[config.mk]
export PLATFORM = sky130hd
export DESIGN_NAME = prep3_stim_gen_flat
export DESIGN_NICKNAME = d
export VERILOG_FILES = /design/src/rtl/prep3_stim_gen_if.sv /design/src/rtl/prep3_stim_gen.sv /design/src/flat_wrapper.sv
export SDC_FILE = /design/constraint.sdc
export NUM_CORES = 1
export LEC_CHECK = 0
export ABC_AREA = 1
export CAP_MARGIN = 20
export CELL_PAD_IN_SITES_DETAIL_PLACEMENT = 1
export CELL_PAD_IN_SITES_GLOBAL_PLACEMENT = 1
export CORE_MARGIN = 2
export CORE_UTILIZATION = 31
export CTS_BUF_LIST = sky130_fd_sc_hd__clkbuf_4
export CTS_CLUSTER_DIAMETER = 200
export DETAILED_ROUTE_END_ITERATION = 8
export MAX_ROUTING_LAYER = met4
export PLACE_DENSITY = 0.86
export SYNTH_ARGS = -nofsm -noshare
export SYNTH_HDL_FRONTEND = slang
export SYNTH_SLANG_ARGS = --single-unit
[constraint.sdc]
create_clock -name clk -period 1.5 [get_ports clk]
set_input_delay 0.375 -clock clk [delete_from_list [all_inputs] [get_ports clk]]
set_output_delay 0.375 -clock clk [all_outputs]
set_load 0.01 [all_outputs]
[src/rtl/prep3_stim_gen_if.sv]
// Byte-stream link from the PREP3 stimulus generator to the receiver under test,
// carrying the stimulus byte and the receiver output code it should produce.
interface prep3_stim_gen_if;
    logic [7:0] tx_data;
    logic       tx_valid;
    logic       tx_ready;
    logic [7:0] exp_out;

    modport master (output tx_data, output tx_valid, output exp_out, input tx_ready);
    modport slave  (input tx_data, input tx_valid, input exp_out, output tx_ready);
endinterface

[src/rtl/prep3_stim_gen.sv]
// Stimulus generator that walks the PREP3 receiver along one of four state paths,
// emitting each input byte together with the out code the receiver should produce.
module prep3_stim_gen #(
    parameter logic [7:0] FILL = 8'h00,
    parameter logic [7:0] HOLD = 8'h77
) (
    input  logic              clk,
    input  logic              rst,
    input  logic              start,
    input  logic [1:0]        path,
    input  logic [7:0]        reps,
    input  logic              abort,
    prep3_stim_gen_if.master  tx,
    output logic              busy,
    output logic              done
);

    typedef enum logic {IDLE, RUN} state_t;

    state_t     state_q, state_d;
    logic [1:0] path_q, path_d;
    logic [2:0] idx_q, idx_d;
    logic [7:0] rep_q, rep_d;
    logic       done_q, done_d;

    logic [2:0] last_idx;
    logic [7:0] data_tbl;
    logic [7:0] exp_tbl;
    logic       run;
    logic       xfer;

    assign run  = (state_q == RUN);
    assign xfer = run && tx.tx_ready;

    // Sequence tables: receiver input byte and expected out code per path and index
    always_comb begin
        last_idx = 3'd0;
        data_tbl = 8'h00;
        exp_tbl  = 8'h00;
        case (path_q)
            2'd0: begin
                last_idx = 3'd4;
                case (idx_q)
                    3'd0:    begin data_tbl = 8'h3c; exp_tbl = 8'h82; end
                    3'd1:    begin data_tbl = 8'h2a; exp_tbl = 8'h40; end
                    3'd2:    begin data_tbl = FILL;  exp_tbl = 8'h08; end
                    3'd3:    begin data_tbl = FILL;  exp_tbl = 8'h80; end
                    3'd4:    begin data_tbl = FILL;  exp_tbl = 8'h01; end
                    default: begin data_tbl = 8'h00; exp_tbl = 8'h00; end
                endcase
            end
            2'd1: begin
                last_idx = 3'd3;
                case (idx_q)
                    3'd0:    begin data_tbl = 8'h3c; exp_tbl = 8'h82; end
                    3'd1:    begin data_tbl = 8'h1f; exp_tbl = 8'h20; end
                    3'd2:    begin data_tbl = 8'haa; exp_tbl = 8'h11; end
                    3'd3:    begin data_tbl = FILL;  exp_tbl = 8'h40; end
                    default: begin data_tbl = 8'h00; exp_tbl = 8'h00; end
                endcase
            end
            2'd2: begin
                last_idx = 3'd4;
                case (idx_q)
                    3'd0:    begin data_tbl = 8'h3c; exp_tbl = 8'h82; end
                    3'd1:    begin data_tbl = 8'h1f; exp_tbl = 8'h20; end
                    3'd2:    begin data_tbl = 8'h55; exp_tbl = 8'h30; end
                    3'd3:    begin data_tbl = FILL;  exp_tbl = 8'h02; end
                    3'd4:    begin data_tbl = FILL;  exp_tbl = 8'h01; end
                    default: begin data_tbl = 8'h00; exp_tbl = 8'h00; end
                endcase
            end
            default: begin
                last_idx = 3'd6;
                case (idx_q)
                    3'd0:    begin data_tbl = 8'h3c; exp_tbl = 8'h82; end
                    3'd1:    begin data_tbl = HOLD;  exp_tbl = 8'h04; end
                    3'd2:    begin data_tbl = HOLD;  exp_tbl = 8'h04; end
                    3'd3:    begin data_tbl = 8'h2a; exp_tbl = 8'h40; end
                    3'd4:    begin data_tbl = FILL;  exp_tbl = 8'h08; end
                    3'd5:    begin data_tbl = FILL;  exp_tbl = 8'h80; end
                    3'd6:    begin data_tbl = FILL;  exp_tbl = 8'h01; end
                    default: begin data_tbl = 8'h00; exp_tbl = 8'h00; end
                endcase
            end
        endcase
    end

    // Abort outranks both a start request and an in-flight transfer
    always_comb begin
        state_d = state_q;
        path_d  = path_q;
        idx_d   = idx_q;
        rep_d   = rep_q;
        done_d  = 1'b0;
        unique case (state_q)
            IDLE: begin
                idx_d = 3'd0;
                if (start && !abort) begin
                    path_d  = path;
                    rep_d   = (reps == 8'd0) ? 8'd1 : reps;
                    state_d = RUN;
                end
            end
            RUN: begin
                if (abort) begin
                    state_d = IDLE;
                    idx_d   = 3'd0;
                end else if (xfer) begin
                    if (idx_q != last_idx) begin
                        idx_d = idx_q + 3'd1;
                    end else if (rep_q > 8'd1) begin
                        idx_d = 3'd0;
                        rep_d = rep_q - 8'd1;
                    end else begin
                        state_d = IDLE;
                        idx_d   = 3'd0;
                        done_d  = 1'b1;
                    end
                end
            end
        endcase
    end

    always_ff @(posedge clk or negedge rst) begin
        if (!rst) begin
            state_q <= IDLE;
            path_q  <= 2'd0;
            idx_q   <= 3'd0;
            rep_q   <= 8'd0;
            done_q  <= 1'b0;
        end else begin
            state_q <= state_d;
            path_q  <= path_d;
            idx_q   <= idx_d;
            rep_q   <= rep_d;
            done_q  <= done_d;
        end
    end

    // Outputs depend only on registered state, so tx_ready never reaches tx_valid
    assign tx.tx_valid = run;
    assign tx.tx_data  = run ? data_tbl : 8'h00;
    assign tx.exp_out  = run ? exp_tbl : 8'h00;
    assign busy        = run;
    assign done        = done_q;

endmodule

[src/flat_wrapper.sv]
// flat-port wrapper written by rule: the top's interface ports become plain ports
module prep3_stim_gen_flat 
#(
    parameter logic [7:0] FILL = 8'h00,
    parameter logic [7:0] HOLD = 8'h77
)
  (clk, rst, start, path, reps, abort, busy, done, tx_tx_data, tx_tx_valid, tx_exp_out, tx_tx_ready);
  prep3_stim_gen_if tx_i ();
  input  logic clk;
  input  logic rst;
  input  logic start;
  input  logic [1:0] path;
  input  logic [7:0] reps;
  input  logic abort;
  output logic busy;
  output logic done;
  output wire logic [$bits(tx_i.tx_data)-1:0] tx_tx_data;
  output wire logic [$bits(tx_i.tx_valid)-1:0] tx_tx_valid;
  output wire logic [$bits(tx_i.exp_out)-1:0] tx_exp_out;
  input wire logic [$bits(tx_i.tx_ready)-1:0] tx_tx_ready;
  assign tx_tx_data = tx_i.tx_data;
  assign tx_tx_valid = tx_i.tx_valid;
  assign tx_exp_out = tx_i.exp_out;
  assign tx_i.tx_ready = tx_tx_ready;
  prep3_stim_gen #(.FILL(FILL), .HOLD(HOLD)) u_core (.clk(clk), .rst(rst), .start(start), .path(path), .reps(reps), .abort(abort), .tx(tx_i), .busy(busy), .done(done));
endmodule
Word level (Yosys, flattened, before mapping)
Index checks and enable logic that the tools add are counted.
{ "totals": {"reg_bits": 15, "input_bits": 15, "output_inout_bits": 19, "word_cells": 69} }
{ "op_classes": {"add_sub_neg": 2, "order_cmp": 1, "n_eq_ne": 15, "mux": 35, "n_bitwise": 1, "reduce_logical": 10} }
{ "ops": {"columns": ["op", "n"], "rows": [
  ["one-hot mux 8 bit (5 select lines)", 2],
  ["one-hot mux 8 bit (3 select lines)", 3],
  ["2-to-1 mux 8 bit", 8],
  ["one-hot mux 8 bit (6 select lines)", 1],
  ["one-hot mux 7 bit (3 select lines)", 2],
  ["one-hot mux 8 bit (4 select lines)", 1],
  ["one-hot mux 8 bit (2 select lines)", 1],
  ["one-hot mux 3 bit (2 select lines)", 2],
  ["one-hot mux 6 bit (2 select lines)", 1],
  ["2-to-1 mux 1 bit", 10],
  ["equality test 3 bit (second input constant)", 3],
  ["2-to-1 mux 3 bit", 3],
  ["greater-than comparator 8 x 1 -> 1 bit (second input constant)", 1],
  ["logical NOT 8 bit", 1],
  ["!= test 2 bit (second input constant)", 4],
  ["subtractor 8 x 1 -> 8 bit (second input constant)", 1],
  ["equality test 3 x 2 -> 1 bit (second input constant)", 2],
  ["AND reduction 5 bit", 1],
  ["OR reduction 2 bit", 2],
  ["adder 3 x 1 -> 3 bit (second input constant)", 1],
  ["equality test 3 x 1 -> 1 bit (second input constant)", 1],
  ["logical NOT 3 bit", 1],
  ["!= test 3 bit", 1],
  ["!= test 3 bit (second input constant)", 1],
  ["9 further kinds", 10]
]} }

Depth between registers and ports, before layout
{ "logic_depth": {"depth_word": 8, "mapped_depth": 10} }

Worst setup path before layout
Ideal clock, no wire load.
{ "synth_timing": {"kind": "register to output", "start": "register u_core.idx_q[1]", "end": "output tx_tx_data[4]", "arrival_time_ns": 1.488, "setup_slack_ns": -0.363, "stages_incl_launch_ff": 8, "n_path_buf": 1, "cell_sequence": "dfrtp_1 inv_1 ha_1 nand2_2 nand2_1 nand2_1 o21ai_0 buf_4"} }
{ "synth_between": {"elab_chain_len": 5, "word_cells_on_any_way": 11, "classes_between": "eq/ne (3); mux (6); reduce/logical (2)"} }
{ "synth_lines": {"columns": ["item", "line", "source"], "rows": [
  ["start: declaration", "prep3_stim_gen.sv:22", "logic [2:0] idx_q, idx_d;"],
  ["start signal: assignment", "prep3_stim_gen.sv:135", "idx_q <= idx_d;"],
  ["equality test 3 x 1 -> 1 bit or equality test 3 x 2 -> 1 bit (tied branches)", null, null],
  ["OR reduction 2 bit (no line)", null, null],
  ["one-hot mux 7 bit (3 select lines)", "prep3_stim_gen.sv:75", "case (idx_q)"],
  ["one-hot mux 8 bit (3 select lines) (*)", "prep3_stim_gen.sv:40", "case (path_q)"],
  ["2-to-1 mux 8 bit (*)", "prep3_stim_gen.sv:143", "assign tx.tx_data = run ? data_tbl : 8'h00;"],
  ["end: declaration", "flat_wrapper.sv:17", "output wire logic [$bits(tx_i.tx_data)-1:0] tx_tx_data;"]
]} }
Every way passes the cells marked *; elsewhere a longest branch is shown, timed or not.

Worst setup path in the final report
{ "layout_timing": {"start": "register u_core.idx_q[1]", "end": "output tx_tx_data[3]"} }
The elaborated chain is that of the path after synthesis.

==> flow_metrics.env <==
export IMPL_finalNonFillerCells=336
export IMPL_core_mm2=0.004058
export IMPL_antenna_cells=0
export IMPL_status="finished with violations"
export IMPL_fill_cells=510
export IMPL_multiInputGateArea_mm2=0.001115
export IMPL_yosysUniqueCellTypes=28
export IMPL_antenna_found_initial=0
export IMPL_post_dp_cell_area_mm2=0.002036
export IMPL_r2r_cells=10
export IMPL_drt_total_wl_mm=6.808
export IMPL_tightest_slew_ns=0.3249
export IMPL_setup_viol_count_final=26
export IMPL_cp_max_fo=5
export IMPL_die_width_um=69.38
export IMPL_p_per_area_mw_per_mm2=881.5
export IMPL_syn_to_final_growth_pct=78.85
export IMPL_violations="negative setup slack"
export IMPL_num_vias=1831
export IMPL_synth_top_cell_by_area="dfrtp_1"
export IMPL_fin_crit_ns=2.099
export IMPL_setup_tns_ns=-9.477
export IMPL_synth_top_area_share_pct=28.33
export IMPL_cp_end_kind="primary output"
export IMPL_first_global_vias=1976
export IMPL_cts_tree="built"
export IMPL_clkSinkCount=15
export IMPL_grt_pass1_wl_mm=10.55
export IMPL_clock_path_buffers=2
export IMPL_grt_max_degree=16
export IMPL_peakVddDrop_mv=0.6470
export IMPL_clockRootBuffer="clkbuf_4"
export IMPL_syn_area_per_cell_um2=6.370
export IMPL_hp_class="in2async"
export IMPL_worst_setup_path_start_kind="flop"
export IMPL_post_place_ws_ns=-0.7135
export IMPL_hold_violations=0
export IMPL_std_cell_rows=23
export IMPL_syn_instance_count=208
export IMPL_clk_pin_slew_ns=0.13
export IMPL_synth_edff_count=0
export IMPL_dp_hpwl_mm=3.863
export IMPL_via_per_inst=5.449
export IMPL_post_route_period_util_pct=139.9
export IMPL_slew_violations=0
export IMPL_num_nets_final=310
export IMPL_ff_latch_area_um2=380.4
export IMPL_fmax_mhz=476.5
export IMPL_holdWs_ns=0.3868
export IMPL_ys_async_sr_fraction_pct=100.0
export IMPL_start_util_pct=32.65
export IMPL_rsz0062_at_grt="yes"
export IMPL_synth_nets=231
export IMPL_fin_ws_ns=-0.5985
export IMPL_die_area_mm2=0.004813
export IMPL_postCtsHoldBufs=0
export IMPL_arrival_ns=1.72
export IMPL_worstPathRequired_ns=1.12
export IMPL_drt_pass1_iter_count=4
export IMPL_pin_count=34
export IMPL_yosysSeqAreaShare_pct=28.33
export IMPL_die_y_um=69.38
export IMPL_cts_max_level=1
export IMPL_clock_skew_ns=0.02482
export IMPL_p_leak_nw=1.178
export IMPL_route_detailed_wl_per_inst_um=20.26
export IMPL_grt_usage_pct=28.49
export IMPL_maxSlewHeadroom_pct=78.26
export IMPL_synth_flop_cell="dfrtp_1"
export IMPL_layout_drive_gt1_share_pct=47.55
export IMPL_numPortBuffers=33
export IMPL_grt_ovfl_total=0
export IMPL_drc=0
export IMPL_first_iter_violations=111
export IMPL_ys_warn_count=0
export IMPL_ant_nets=0
export IMPL_clkLatencyLatePin_ns=0.30
export IMPL_syn_area_mm2=0.001325
export IMPL_postLayoutCellArea_mm2=0.002370
export IMPL_cts_buffers=3
export IMPL_gp_congestion=0.8329
export IMPL_drv_cap=0
export IMPL_synth_seq_cells=15
export IMPL_dp_cells=318
export IMPL_synthTopCellsByArea="dfrtp_1, nand2_1, ha_1"
export IMPL_crit_type="reg2out"
-- final timing paths --
kind / start / end / slack [ns]
max in group asynchronous: rst / u_core.busy / 0.88
min: rst / u_core.path_q[0] / 0.39
min reg2reg: u_core.rep_q[6] / u_core.rep_q[6] / 0.62
max: u_core.idx_q[1] / tx_tx_data[3] / -0.60
min in group clk: u_core.rep_q[6] / u_core.rep_q[6] / 0.62
max reg2reg: u_core.path_q[0] / u_core.rep_q[4] / -0.15
-- cells in the mapped netlist (2+ instances only) --
cell type / n
buf_4: 2
nand4_1: 4
inv_2: 7
nand2_4: 2
nor2_2: 2
nor2_1: 20
o22ai_1: 3
nand2_1: 66
inv_1: 22
nand3_1: 17
nor2_4: 3
ha_1: 8
a21oi_1: 10
o21ai_1: 3
nand2_2: 2
nor3_1: 4
dfrtp_1: 15
o21ai_0: 8
-- critical path, cell delays in order, from the launching register on --
cell     delay (ns)
dfrtp_2        0.46
buf_6          0.13
ha_4           0.16
nand2_4        0.08
buf_6          0.13
inv_8          0.05
a21oi_4        0.13
nand2_1        0.07
nand2_1        0.06
inv_1          0.03
buf_2          0.12
-- layout by cell type, fill, tap and decap left out, drive strengths merged --
cell type      instances
a211oi                 1
a21oi                 10
a22oi                  1
a31oi                  1
and2                   1
buf                   63
clkbuf                 3
clkdlybuf4s50         14
clkinv                 1
dfrtp                 15
dlygate4sd2            1
ha                     8
inv                   29
nand2                 71
nand3                 17
nand4                  4
nor2                  25
nor3                   4
nor4                   1
o21ai                 12
o21bai                 1
o22ai                  3
-- per-stage QoR --
stage	util (%)	power, mW
floorplan	-	1.062
global placement	50.17	1.471
detailed placement	50.17	1.534
CTS	54.89	1.881
global route	58.40	2.196
finish	58.40	2.089
-- cell type report --
type	count	share of cell area, %
Multi-Input combinational cell	160	47.04
Timing Repair Buffer	78	27.77
Sequential cell	15	16.05
Inverter	29	5.333
Tap cell	50	2.640
Clock buffer	3	0.9504
Clock inverter	1	0.2112
-- cells by family (layout without fill, tap and decap cells) --
kind of cell | count (synthesis) | after routing | synth area share, %
simple gates | 122 | 123 | 41.27
fa+ha+maj | 8 | 8 | 7.555
flops | 15 | 15 | 28.33
compound gates | 29 | 29 | 12.56
buf+inv | 34 | 111 | 10.29
-- power by group --
part / switching (mW) / internal [mW]
combinational: 0.729 / 0.518
sequential: 0.103 / 0.479
clock: 0.161 / 0.0992
-- routing by layer --
metal / vias to the layer above / share of wire, % / global-route usage [%]
li1: 827 / - / -
met1: 904 / 39 / 30.67
met2: 84 / 55 / 53.31
met3: 16 / 4.4 / 4.070
met4: 0 / 1.8 / 9.150
met5: - / 0 / -
-- flip-flops by register name, summed over array words and instances (netlist names) --
| name | cells |
|---|---|
| u_core.idx_q | 3 |
| u_core.rep_q | 8 |
| u_core.busy | 1 |
| u_core.path_q | 2 |
| u_core.done | 1 |
-- what timing repair did --
action | CTS | global route
setup endpoints to repair | 28 | 30
gates resized for setup | 116 | 32
pin swaps | 22 | 14
gates cloned | 1 | 0
setup buffers | 13 | 1
Note: power is estimated with default switching activity, not from simulation.
